[src/rtl/booth_pkg.sv]
// ----------------------------------------------------------------------------
// booth_pkg : shared types and constants for the Booth multiplier arbiter
// rev 1.0
// ----------------------------------------------------------------------------
`default_nettype none

package booth_pkg;

  typedef enum logic [1:0] {
    IDLE  = 2'd0,
    ISSUE = 2'd1,
    WAIT  = 2'd2,
    RESP  = 2'd3
  } arb_state_t;

  localparam int TIMEOUT_DEF = 64;

  function automatic int id_width(input int n);
    return (n < 2) ? 1 : $clog2(n);
  endfunction

endpackage

`default_nettype wire

[src/rtl/booth_mult_arbiter_if.sv]
// ----------------------------------------------------------------------------
// booth_mult_arbiter_if : requester, response and multiplier-side signals
// rev 1.0
// ----------------------------------------------------------------------------
`default_nettype none

interface booth_mult_arbiter_if
  import booth_pkg::*;
#(
  parameter int NREQ = 4,
  parameter int W    = 8,
  parameter int IDW  = id_width(NREQ)
);
  logic [NREQ-1:0]   req_valid;
  logic [NREQ-1:0]   req_ready;
  logic [NREQ*W-1:0] req_a;
  logic [NREQ*W-1:0] req_b;
  logic              rsp_valid;
  logic              rsp_ready;
  logic [IDW-1:0]    rsp_id;
  logic [2*W-1:0]    rsp_prod;
  logic              rsp_err;
  logic              mul_valid;
  logic [W-1:0]      mul_a;
  logic [W-1:0]      mul_b;
  logic              mul_done;
  logic [2*W-1:0]    mul_prod;

  // The arbiter serves requests, so it takes the slave view.
  modport slave (
    input  req_valid, req_a, req_b, rsp_ready, mul_done, mul_prod,
    output req_ready, rsp_valid, rsp_id, rsp_prod, rsp_err, mul_valid, mul_a, mul_b
  );

  modport master (
    output req_valid, req_a, req_b, rsp_ready, mul_done, mul_prod,
    input  req_ready, rsp_valid, rsp_id, rsp_prod, rsp_err, mul_valid, mul_a, mul_b
  );

endinterface

`default_nettype wire

[src/rtl/booth_mult_arbiter_rr_arbiter.sv]
// ----------------------------------------------------------------------------
// rr_arbiter : combinational round-robin pick, first request at/after pointer
// rev 1.0
// ----------------------------------------------------------------------------
`default_nettype none

module rr_arbiter
  import booth_pkg::*;
#(
  parameter int NREQ = 4,
  parameter int IDW  = id_width(NREQ)
) (
  input  logic [NREQ-1:0] req_i,
  input  logic [IDW-1:0]  ptr_i,
  output logic [IDW-1:0]  win_o,
  output logic            any_o
);

  int idx;

  // Scan from the farthest slot back to the pointer so the nearest one wins.
  always_comb begin
    any_o = 1'b0;
    win_o = '0;
    idx   = 0;
    for (int k = NREQ - 1; k >= 0; k--) begin
      idx = int'(ptr_i) + k;
      if (idx >= NREQ) idx = idx - NREQ;
      if (req_i[IDW'(idx)]) begin
        any_o = 1'b1;
        win_o = IDW'(idx);
      end
    end
  end

endmodule

`default_nettype wire

[src/rtl/booth_mult_arbiter.sv]
// ----------------------------------------------------------------------------
// booth_mult_arbiter : round-robin sharing of one Booth multiplier with watchdog
// rev 1.0
// ----------------------------------------------------------------------------
`default_nettype none

module booth_mult_arbiter
  import booth_pkg::*;
#(
  parameter int NREQ    = 4,
  parameter int W       = 8,
  parameter int TIMEOUT = TIMEOUT_DEF
) (
  input  logic                  clk,
  input  logic                  rst_n,
  booth_mult_arbiter_if.slave   bus
);

  localparam int IDW = id_width(NREQ);
  localparam int TW  = $clog2(TIMEOUT + 1);

  arb_state_t     state_q;
  logic [IDW-1:0] ptr_q;
  logic [IDW-1:0] ptr_d;
  logic [IDW-1:0] id_q;
  logic [W-1:0]   mul_a_q;
  logic [W-1:0]   mul_b_q;
  logic           mul_valid_q;
  logic [TW-1:0]  timer_q;
  logic           done_q;
  logic           rsp_valid_q;
  logic [2*W-1:0] rsp_prod_q;
  logic           rsp_err_q;

  logic [IDW-1:0] win;
  logic           any;
  logic           done_rise;
  logic [W-1:0]   a_arr [NREQ];
  logic [W-1:0]   b_arr [NREQ];

  for (genvar i = 0; i < NREQ; i++) begin : g_slice
    assign a_arr[i] = bus.req_a[i*W +: W];
    assign b_arr[i] = bus.req_b[i*W +: W];
  end

  rr_arbiter #(
    .NREQ (NREQ),
    .IDW  (IDW)
  ) u_rr (
    .req_i (bus.req_valid),
    .ptr_i (ptr_q),
    .win_o (win),
    .any_o (any)
  );

  assign ptr_d     = (win == IDW'(NREQ - 1)) ? '0 : win + 1'b1;
  // done_q resets high so a done level already present is never seen as an edge.
  assign done_rise = bus.mul_done & ~done_q;

  always_ff @(posedge clk or negedge rst_n) begin
    if (!rst_n) begin
      state_q     <= IDLE;
      ptr_q       <= '0;
      id_q        <= '0;
      mul_a_q     <= '0;
      mul_b_q     <= '0;
      mul_valid_q <= 1'b0;
      timer_q     <= '0;
      done_q      <= 1'b1;
      rsp_valid_q <= 1'b0;
      rsp_prod_q  <= '0;
      rsp_err_q   <= 1'b0;
    end else begin
      done_q <= bus.mul_done;
      case (state_q)
        IDLE: begin
          if (any) begin
            mul_a_q     <= a_arr[win];
            mul_b_q     <= b_arr[win];
            id_q        <= win;
            ptr_q       <= ptr_d;
            mul_valid_q <= 1'b1;
            state_q     <= ISSUE;
          end
        end
        ISSUE: begin
          mul_valid_q <= 1'b0;
          timer_q     <= '0;
          state_q     <= WAIT;
        end
        WAIT: begin
          if (done_rise) begin
            rsp_prod_q  <= bus.mul_prod;
            rsp_err_q   <= 1'b0;
            rsp_valid_q <= 1'b1;
            state_q     <= RESP;
          end else if (timer_q == TW'(TIMEOUT - 1)) begin
            rsp_prod_q  <= '0;
            rsp_err_q   <= 1'b1;
            rsp_valid_q <= 1'b1;
            state_q     <= RESP;
          end else begin
            timer_q <= timer_q + 1'b1;
          end
        end
        RESP: begin
          if (bus.rsp_ready) begin
            rsp_valid_q <= 1'b0;
            rsp_prod_q  <= '0;
            rsp_err_q   <= 1'b0;
            mul_a_q     <= '0;
            mul_b_q     <= '0;
            state_q     <= IDLE;
          end
        end
        default: state_q <= IDLE;
      endcase
    end
  end

  // Accept is combinational so the pulse coincides with the operand latch.
  assign bus.req_ready = (state_q == IDLE && any) ? (NREQ'(1) << win) : '0;
  assign bus.mul_valid = mul_valid_q;
  assign bus.mul_a     = mul_a_q;
  assign bus.mul_b     = mul_b_q;
  assign bus.rsp_valid = rsp_valid_q;
  assign bus.rsp_id    = id_q;
  assign bus.rsp_prod  = rsp_prod_q;
  assign bus.rsp_err   = rsp_err_q;

endmodule

`default_nettype wire

[src/flat_wrapper.sv]
// flat-port wrapper written by rule: the top's interface ports become plain ports
module booth_mult_arbiter_flat import booth_pkg::*;
#(
  parameter int NREQ    = 4,
  parameter int W       = 8,
  parameter int TIMEOUT = TIMEOUT_DEF
)
  (clk, rst_n, bus_req_valid, bus_req_a, bus_req_b, bus_rsp_ready, bus_mul_done, bus_mul_prod, bus_req_ready, bus_rsp_valid, bus_rsp_id, bus_rsp_prod, bus_rsp_err, bus_mul_valid, bus_mul_a, bus_mul_b);
  booth_mult_arbiter_if #(.NREQ(NREQ), .W(W)) bus_i ();
  input  logic clk;
  input  logic rst_n;
  input wire logic [$bits(bus_i.req_valid)-1:0] bus_req_valid;
  input wire logic [$bits(bus_i.req_a)-1:0] bus_req_a;
  input wire logic [$bits(bus_i.req_b)-1:0] bus_req_b;
  input wire logic [$bits(bus_i.rsp_ready)-1:0] bus_rsp_ready;
  input wire logic [$bits(bus_i.mul_done)-1:0] bus_mul_done;
  input wire logic [$bits(bus_i.mul_prod)-1:0] bus_mul_prod;
  output wire logic [$bits(bus_i.req_ready)-1:0] bus_req_ready;
  output wire logic [$bits(bus_i.rsp_valid)-1:0] bus_rsp_valid;
  output wire logic [$bits(bus_i.rsp_id)-1:0] bus_rsp_id;
  output wire logic [$bits(bus_i.rsp_prod)-1:0] bus_rsp_prod;
  output wire logic [$bits(bus_i.rsp_err)-1:0] bus_rsp_err;
  output wire logic [$bits(bus_i.mul_valid)-1:0] bus_mul_valid;
  output wire logic [$bits(bus_i.mul_a)-1:0] bus_mul_a;
  output wire logic [$bits(bus_i.mul_b)-1:0] bus_mul_b;
  assign bus_i.req_valid = bus_req_valid;
  assign bus_i.req_a = bus_req_a;
  assign bus_i.req_b = bus_req_b;
  assign bus_i.rsp_ready = bus_rsp_ready;
  assign bus_i.mul_done = bus_mul_done;
  assign bus_i.mul_prod = bus_mul_prod;
  assign bus_req_ready = bus_i.req_ready;
  assign bus_rsp_valid = bus_i.rsp_valid;
  assign bus_rsp_id = bus_i.rsp_id;
  assign bus_rsp_prod = bus_i.rsp_prod;
  assign bus_rsp_err = bus_i.rsp_err;
  assign bus_mul_valid = bus_i.mul_valid;
  assign bus_mul_a = bus_i.mul_a;
  assign bus_mul_b = bus_i.mul_b;
  booth_mult_arbiter #(.NREQ(NREQ), .W(W), .TIMEOUT(TIMEOUT)) u_core (.clk(clk), .rst_n(rst_n), .bus(bus_i));
endmodule
[config.mk]
export PLATFORM = sky130hd
export DESIGN_NAME = booth_mult_arbiter_flat
export DESIGN_NICKNAME = d
export VERILOG_FILES = /design/src/rtl/booth_pkg.sv /design/src/rtl/booth_mult_arbiter_if.sv /design/src/rtl/booth_mult_arbiter_rr_arbiter.sv /design/src/rtl/booth_mult_arbiter.sv /design/src/flat_wrapper.sv
export SDC_FILE = /design/constraint.sdc
export NUM_CORES = 1
export LEC_CHECK = 0
export CAP_MARGIN = 20
export CELL_PAD_IN_SITES_DETAIL_PLACEMENT = 0
export CELL_PAD_IN_SITES_GLOBAL_PLACEMENT = 1
export CORE_MARGIN = 5
export CORE_UTILIZATION = 33
export CTS_CLUSTER_SIZE = 16
export DETAILED_ROUTE_END_ITERATION = 7
export PLACE_DENSITY = 0.91
export SYNTH_ARGS = -nofsm -noshare
export SYNTH_HDL_FRONTEND = slang
export SYNTH_HIERARCHICAL = 1
export SYNTH_SLANG_ARGS = --single-unit
[constraint.sdc]
create_clock -name clk -period 5.4 [get_ports clk]
set_input_delay 1.08 -clock clk [delete_from_list [all_inputs] [get_ports clk]]
set_output_delay 1.08 -clock clk [all_outputs]
set_load 0.02 [all_outputs]
==> results of run 1 <==
## power groups by stage
stage	Clock, W	Sequential (W)	Combinational (W)
global placement	0	0.000577	0.000998
global route	0.000295	0.000592	0.00109
CTS	0.000277	0.000576	0.00102
detailed placement	0	0.000581	0.00102
floorplan	0	0.000681	0.000537
finish	0.000268	0.000575	0.00100
## logic make-up (layout without fill, tap and decap cells)
family | count (synthesis) | in the layout | share of synthesized area, %
XOR/XNOR | 1 | 1 | 0.3374
buffers and inverters | 16 | 145 | 3.277
adder cells (fa/ha/maj) | 9 | 9 | 4.337
multiplexers | 21 | 21 | 15.90
flip-flops | 49 | 49 | 47.28
AO/OA/AOI/OAI | 54 | 54 | 17.93
AND/OR/NAND/NOR | 52 | 52 | 10.94
## stage by stage
stage	std cells	setup WS, ns	util (%)	instance area, um^2
2_1_floorplan	202	1.773	-	2596
6_report	433	0.8895	53.24	4093
3_3_place_gp	424	1.010	51.51	3960
5_1_grt	433	0.7474	53.24	4093
3_5_place_dp	425	0.9194	51.77	3980
4_1_cts	433	0.8973	53.24	4093
## routing by layer
metal  GRT usage, %  wire, um  part of all wire [%]  vias up
li1               -         -                     -     1040
met1          17.00      2872                    39     1036
met2          28.50      3803                    51       91
met3          6.016       669                   9.0        9
met4          3.361        72                  0.97        0
met5              0         0                     0        -
## synth_stat cells (2+ instances only)
library cell,instances,area share [%]
clkbuf_1,2,0.29
nand2b_1,5,1.2
o21ai_0,3,0.58
mux4_2,16,14
o31ai_1,3,0.87
nand2_1,14,2.0
mux2i_1,3,1.2
nand4_1,2,0.48
nand3_1,5,0.96
nor3_1,3,0.58
a21o_1,2,0.58
nor2_2,2,0.48
a22o_1,33,11
buf_2,5,0.96
nor3b_1,2,0.58
nor2_1,7,1.0
and3_1,5,1.2
nor2b_1,2,0.48
buf_6,2,0.87
ha_1,9,4.3
a21oi_1,3,0.58
inv_1,5,0.72
dfrtp_1,48,46
## worst paths after layout
check	start	endpoint	slack [ns]	depth (start not counted)
worst max-delay path	bus_req_valid[1]	bus_req_ready[3]	0.89	8
worst min-delay path	u_core/bus.rsp_id[1]	u_core/bus.rsp_id[1]	0.49	2
worst max register to register	u_core/ptr_q[1]	u_core/bus.mul_a[4]	3.12	5
worst min register to register	u_core/bus.rsp_id[1]	u_core/bus.rsp_id[1]	0.49	2
max in group asynchronous	rst_n	u_core/done_q	4.05	2
min in group asynchronous	rst_n	u_core/timer_q[1]	0.76	1
## sequential cells by signal, summed over array words and instances, names as in the netlist
| register | count |
|---|---|
| u_core/bus.rsp_prod | 16 |
| u_core/bus.mul_a | 8 |
| u_core/bus.mul_b | 8 |
| u_core/timer_q | 7 |
| u_core/bus.rsp_id | 2 |
| u_core/ptr_q | 2 |
| u_core/state_q | 2 |
| u_core/bus.mul_valid | 1 |
| u_core/bus.rsp_err | 1 |
| u_core/bus.rsp_valid | 1 |
| u_core/done_q | 1 |
## worst max-delay path, cell delays in order
cell	delay (ns)
clkdlybuf4s50_1	0.45
nor3b_1	0.25
a211oi_1	0.08
nor2_1	0.28
buf_4	0.30
ha_1	0.21
and3_1	0.17
clkdlybuf4s50_1	0.61
## layout make-up
class                           instances  area share (%)
Clock buffer                            5           1.681
Tap cell                              102           3.118
Sequential cell                        49           29.99
Timing Repair Buffer                  131           32.04
Inverter                                6          0.5503
Multi-Input combinational cell        137           31.55
Clock inverter                          3           1.070
==> impl_metrics.yaml, run 1 <==
grt:
  grt_max_degree: 27
  grt_pass1_vias: 2465
  overflow: 0
  gr-usage-all-layers_pct: 15.55
  antenna_found_initial: 0
  grt_pass1_wl_mm: 12.11
yosys:
  ys_types: 44
  synth_warnings: 6
  ys.flop_type: "dfrtp_1"
  synth-seq-cells: 49
  syn_area_um2: 2596
  synth-edff-count: 0
  yosysSeqAreaShare_pct: 47.28
  synthesis.nets: 299
  avgSynthCellArea_um2: 12.85
  synthCells: 202
  async_flop_share_pct: 100.0
timing:
  skew_ns: 0.003917
  slew_viol_final: 0
  tightest_slew_ns: 0.7306
  rsz0062_at_grt: "false"
  timing.fmax_mhz: 221.7
  period_share_pct: 83.53
  max_slew_margin_pct: 51.24
  period_needed_ns: 4.511
  hold_viol_final: 0
  hold_ws_ns: 0.4894
  setup_tns_ns: 0
  setup_violations: 0
detailed_routing:
  drt_iter0_drc: 47
  drc: 0
  routedWlPerCell_um: 17.13
  antenna_left: 0
  firstDrtPassIters: 4
  routed_wl_mm: 7.416
  vias: 2176
  vias_per_cell: 5.025
die:
  core_um2: 7687
  ioPinCount: 129
  die_h_um: 98.70
  fp.dieArea_um2: 9742
  initial_core_util_pct: 33.77
  die_x_um: 98.70
  row_count: 32
clock_network:
  clkSinkCount: 49
  clk_pin_slew_ns: 0.09
  ctsHoldBuffers: 0
  cts.path.max_buffers: 2
  postCtsSetupBuffers: 0
  cts_root_buf: "clkbuf_8"
  htree_num_levels: 2
  clock_latency_ns: 0.30
  cts_made_buffers: 5
  cts_resized: 0
  tritoncts: "yes"
setup_path:
  crit_path_start_kind: "primary input"
  cp-end-kind: "output pin"
  path_max_fanout: 16
  required_ns: 4.32
  setup.worst_path.class: "in2out"
  arrival_ns: 3.43
final_layout:
  filler_cell_count: 683
  layout_common_cells: "127 x clkdlybuf4s50_1, 48 x dfrtp_1, 33 x a22o_1"
  multi_input_area_um2: 1291
  drive_above_1_share_pct: 12.08
  diodes: 0
  area_growth_pct: 57.64
  layout_commonest_cell: "clkdlybuf4s50_1"
  seqCellArea_um2: 1227
  num-nets-final: 427
power:
  max-vdd-ir-drop_mv: 0.2184
  power_density_nw_per_um2: 451.5
  report.power.total_w: 0.001848
  internal_power_w: 0.001131
  p_switching_w: 0.0007170
  seq_power_share_pct: 31.1
  switching_share_pct: 38.80
  power_leakage_nw: 1.717
  clockPowerShare_pct: 14.5
  comb_power_share_pct: 54.4
placed_design:
  hpwl_mm: 5.965
  routabilityCongestion: 0.8352
  io_buffers: 128
min_path:
  hp-class: "reg2reg"
outcome:
  status: "complete, no violations"
flow_run:
  max-cap-violations: 0
Power figures use the tool's default switching activity.
==> inputs of run 2 (changes only) <==
--- a/config.mk
+++ b/config.mk
@@ -9,10 +9,10 @@
 export CELL_PAD_IN_SITES_DETAIL_PLACEMENT = 0
 export CELL_PAD_IN_SITES_GLOBAL_PLACEMENT = 1
 export CORE_MARGIN = 5
-export CORE_UTILIZATION = 33
+export CORE_UTILIZATION = 31
 export CTS_CLUSTER_SIZE = 16
 export DETAILED_ROUTE_END_ITERATION = 7
-export PLACE_DENSITY = 0.91
+export PLACE_DENSITY = 0.86
 export SYNTH_ARGS = -nofsm -noshare
 export SYNTH_HDL_FRONTEND = slang
 export SYNTH_HIERARCHICAL = 1
==> constraint.sdc (replaced) <==
create_clock -name clk -period 4.5 [get_ports clk]
set_input_delay 0.9 -clock clk [delete_from_list [all_inputs] [get_ports clk]]
set_output_delay 0.9 -clock clk [all_outputs]
set_load 0.02 [all_outputs]
==> impl_metrics.yaml, run 2 (synthesized netlist as in run 1, its figures left out) <==
setup_path:
  cp_num_cells: 8
  path_delay_family: "buffers and inverters"
  path_buf_inv: 3
  setup.worst_path.class: "in2out"
  max_stage_delay_ns: 0.54
  cp-end-kind: "output pin"
  required_ns: 3.60
  cp_slowest_cell: "clkdlybuf4s50_1"
  arrival_ns: 3.09
  path_max_fanout: 6
  crit_top_cell: "clkdlybuf4s50_1"
  crit_chain: "clkdlybuf4s50_1 > nor3b_1 > a211oi_1 > nor2_1 > inv_1 > ha_1 > and3_1 > clkdlybuf4s50_1"
  crit_path_start_kind: "primary input"
  reg2reg_depth: 5
power:
  seq_power_share_pct: 31.3
  clockPowerShare_pct: 14.7
  comb_power_share_pct: 54.1
  p_switching_w: 0.0008533
  power_leakage_nw: 1.712
  internal_power_w: 0.001369
  report.power.total_w: 0.002222
  max-vdd-ir-drop_mv: 0.2879
  power_density_nw_per_um2: 543.1
  switching_share_pct: 38.40
die:
  die_x_um: 101.5
  initial_core_util_pct: 31.76
  die_h_um: 101.5
  fp.dieArea_um2: 10310
  ioPinCount: 129
  row_count: 33
  core_um2: 8175
timing:
  max_slew_margin_pct: 52.75
  tightest_slew_ns: 0.7086
  slew_viol_final: 0
  rsz0062_at_grt: "false"
  setup_violations: 0
  setup_tns_ns: 0
  period_needed_ns: 3.985
  timing.fmax_mhz: 250.9
  period_share_pct: 88.56
  hold_viol_final: 0
  skew_ns: 0.009735
placed_design:
  hpwl_mm: 5.755
  routabilityCongestion: 0.8670
  io_buffers: 128
detailed_routing:
  vias: 2170
  routedWlPerCell_um: 16.62
  antenna_left: 0
  vias_per_cell: 4.977
  drc: 0
  drt_iter0_drc: 75
  firstDrtPassIters: 4
  routed_wl_mm: 7.245
grt:
  gr-usage-all-layers_pct: 14.14
  antenna_found_initial: 0
  grt_pass1_wl_mm: 11.41
  grt_pass1_vias: 2208
  grt_max_degree: 50
  overflow: 0
clock_network:
  tritoncts: "yes"
  clkSinkCount: 49
  cts.path.max_buffers: 2
  clk_pin_slew_ns: 0.08
  ctsHoldBuffers: 0
  cts_made_buffers: 5
  htree_num_levels: 2
  cts_root_buf: "clkbuf_8"
  clock_latency_ns: 0.30
  postCtsSetupBuffers: 0
  cts_resized: 0
min_path:
  holdPathStages: 2
  hp-class: "reg2reg"
flow_run:
  max-cap-violations: 0
final_layout:
  layout_common_cells: "127 x clkdlybuf4s50_1, 48 x dfrtp_1, 33 x a22o_1"
  layout_commonest_cell: "clkdlybuf4s50_1"
  area_growth_pct: 57.59
  drive_above_1_share_pct: 12.08
  largest_register_ffs: 16
  diodes: 0
  num-nets-final: 427
outcome:
  status: "complete, no violations"
## run 2: metrics by stage
stage	cells	worst slack, ns	utilization, %	hold slack [ns]	cell area [um^2]
after detailed placement	428	0.5190	48.58	0.4757	3971
after floorplan	202	1.233	-	0.4525	2596
final	436	0.5146	50.05	0.4887	4091
after global placement	428	0.5799	48.58	0.4775	3971
after global routing	436	0.3286	50.05	0.5069	4091
after CTS	436	0.5200	50.05	0.4912	4091
## run 2: worst paths after layout
| kind | slack, ns | from | end |
|---|---|---|---|
| worst max register to register | 2.18 | u_core/ptr_q[1] | u_core/bus.mul_a[4] |
| worst min register to register | 0.49 | u_core/bus.rsp_id[0] | u_core/bus.rsp_id[0] |
| min in group asynchronous | 0.70 | rst_n | u_core/bus.mul_a[5] |
| worst max-delay path | 0.51 | bus_req_valid[1] | bus_req_ready[0] |
| max in group asynchronous | 3.40 | rst_n | u_core/state_q[1] |
| worst min-delay path | 0.49 | u_core/bus.rsp_id[0] | u_core/bus.rsp_id[0] |
## run 2: tightest hold or removal path, cell delays in order (launching register included)
cell and delay (ns):
dfrtp_1 0.35, nand2_1 0.04, o21ai_0 0.06
## run 2: cell type report
| type | instances | area (um^2) |
|---|---|---|
| sequential | 49 | 1227 |
| fill | 730 | 4084 |
| timing repair buffer | 131 | 1299 |
| inverter | 6 | 22.52 |
| clock inverter | 2 | 37.54 |
| tap | 105 | 131.4 |
| multi-input combinational | 137 | 1291 |
| clock buffer | 6 | 82.58 |
## run 2: power groups by stage
stage          registers (W)  clock network, W  logic (W)
2_1_floorplan       0.000817                 0   0.000644
3_3_place_gp        0.000696                 0    0.00121
3_5_place_dp        0.000699                 0    0.00122
4_1_cts             0.000695          0.000338    0.00122
5_1_grt             0.000716          0.000349    0.00131
6_report            0.000695          0.000326    0.00120
## run 2: layer usage
metal	wire length (um)	global-route usage [%]
met1	2984	18.95
met5	0	0
met3	784	4.890
met4	74	3.681
met2	3400	21.98
==> inputs of run 3 (changes only) <==
--- a/config.mk
+++ b/config.mk
@@ -12,7 +12,8 @@
 export CORE_UTILIZATION = 31
 export CTS_CLUSTER_SIZE = 16
 export DETAILED_ROUTE_END_ITERATION = 7
-export PLACE_DENSITY = 0.86
+export PLACE_DENSITY_LB_ADDON = 0.1
+export SKIP_LAST_GASP = 1
 export SYNTH_ARGS = -nofsm -noshare
 export SYNTH_HDL_FRONTEND = slang
 export SYNTH_HIERARCHICAL = 1
==> impl_metrics.yaml, run 3 (synthesized netlist as in run 1, its figures left out) <==
setup_path:
  setup.worst_path.class: "in2out"
  cp-end-kind: "output pin"
  reg2reg_depth: 5
  cp_slowest_cell: "clkdlybuf4s50_1"
  path_buf_inv: 3
  path_delay_family: "buffers and inverters"
  crit_top_cell: "clkdlybuf4s50_1"
  r2r_start: "u_core/ptr_q[1]"
  crit_path_start_kind: "primary input"
  required_ns: 3.60
  arrival_ns: 2.97
  crit_chain: "clkdlybuf4s50_1 > mux2i_1 > a211oi_4 > inv_1 > ha_1 > and3_1 > clkdlybuf4s50_1"
  path_max_fanout: 5
  reg2reg_to: "u_core/bus.mul_a[4]"
  rrSetupSlack_ns: 2.24
  max_stage_delay_ns: 0.53
power:
  power_leakage_nw: 1.699
  report.power.total_w: 0.002182
  power_density_nw_per_um2: 536.8
  max-vdd-ir-drop_mv: 0.1744
timing:
  max_slew_margin_pct: 52.30
  finalWorstSetupSlack_ns: 0.6307
  period_needed_ns: 3.869
  tightest_slew_ns: 0.7148
  skew_ns: 0.01513
  timing.fmax_mhz: 258.4
  rsz0062_at_grt: "false"
  slew_viol_final: 0
  hold_viol_final: 0
  period_share_pct: 85.98
  setup_violations: 0
  setup_tns_ns: 0
min_path:
  worstHoldStart: "u_core/bus.rsp_id[1]"
  hp-class: "reg2reg"
  holdPathStages: 2
  min_to: "u_core/bus.rsp_id[1]"
die:
  die_x_um: 101.5
  die_h_um: 101.5
  fp.dieArea_um2: 10310
  initial_core_util_pct: 31.76
  row_count: 33
  ioPinCount: 129
  core_um2: 8175
detailed_routing:
  vias: 2186
  drc: 0
  drt_iter0_drc: 67
  firstDrtPassIters: 4
  routedWlPerCell_um: 17.56
  routed_wl_mm: 7.654
  vias_per_cell: 5.014
  antenna_left: 0
clock_network:
  cts_made_buffers: 5
  tritoncts: "yes"
  htree_num_levels: 2
  cts.path.max_buffers: 2
  cts_root_buf: "clkbuf_8"
  postCtsSetupBuffers: 0
  cts_resized: 0
  clk_pin_slew_ns: 0.09
  clkSinkCount: 49
  ctsHoldBuffers: 0
  clock_latency_ns: 0.30
placed_design:
  routabilityCongestion: 0.8291
  place_area_um2: 3971
  pre_cts_ws_ns: 0.6499
  io_buffers: 128
  dp.cells: 428
  hpwl_mm: 5.946
final_layout:
  layout_common_cells: "127 x clkdlybuf4s50_1, 48 x dfrtp_1, 33 x a22o_1"
  layout_commonest_cell: "clkdlybuf4s50_1"
  area_growth_pct: 56.58
  layoutNonFillerInstCount: 436
  diodes: 0
  num-nets-final: 427
  final_area_um2: 4065
  drive_above_1_share_pct: 12.08
  largest_register_ffs: 16
grt:
  grt_max_degree: 50
  grt_pass1_wl_mm: 11.96
  gr-usage-all-layers_pct: 14.93
  overflow: 0
  antenna_found_initial: 0
  grt_pass1_vias: 2335
outcome:
  status: "complete, no violations"
flow_run:
  max-cap-violations: 0
## run 3: cell type report
type                       instances  area, um^2
tap                              105       131.4
inverter                           6       22.52
timing repair buffer             131        1299
clock buffer                       5       68.82
multi-input combinational        137        1291
fill                             763        4110
clock inverter                     3       25.02
sequential                        49        1227
## run 3: how the worst max path moves through the flow
stage | from | to | slack, ns | depth (start not counted)
2_1_floorplan | bus_req_valid[1] | bus_req_ready[0] | 1.23 | 8
3_3_place_gp | bus_req_valid[3] | bus_req_ready[0] | 0.69 | 7
3_5_place_dp | bus_req_valid[3] | bus_req_ready[0] | 0.65 | 7
4_1_cts | bus_req_valid[3] | bus_req_ready[0] | 0.64 | 7
5_1_grt | bus_req_valid[3] | bus_req_ready[0] | 0.53 | 7
6_report | bus_req_valid[3] | bus_req_ready[0] | 0.63 | 7
## run 3: layer usage
metal | part of all wire [%] | global-route usage (%) | routed length (um)
met3 | 9.3 | 5.992 | 714
met2 | 49 | 24.70 | 3719
met4 | 0.51 | 3.067 | 39
met1 | 42 | 18.52 | 3180
met5 | 0 | 0 | 0
## run 3: report_power, final
group	internal [W]	switching [W]	total, W
Sequential	0.000587	0.000105	0.000692
Combinational	0.000603	0.000620	0.00122
Clock	0.000112	0.000155	0.000267
## run 3: worst min-delay path, delay by kind of cell (launching register included)
family           cells  cell delay (ns)
AO/OA/AOI/OAI        1             0.06
flip-flops           1             0.36
AND/OR/NAND/NOR      1             0.05
## run 3: stage by stage
stage          utilization (%)  hold slack (ns)
2_1_floorplan                -           0.4525
3_3_place_gp             48.58           0.4825
3_5_place_dp             48.58           0.4807
4_1_cts                  49.72           0.5065
5_1_grt                  49.72           0.5284
6_report                 49.72           0.5029
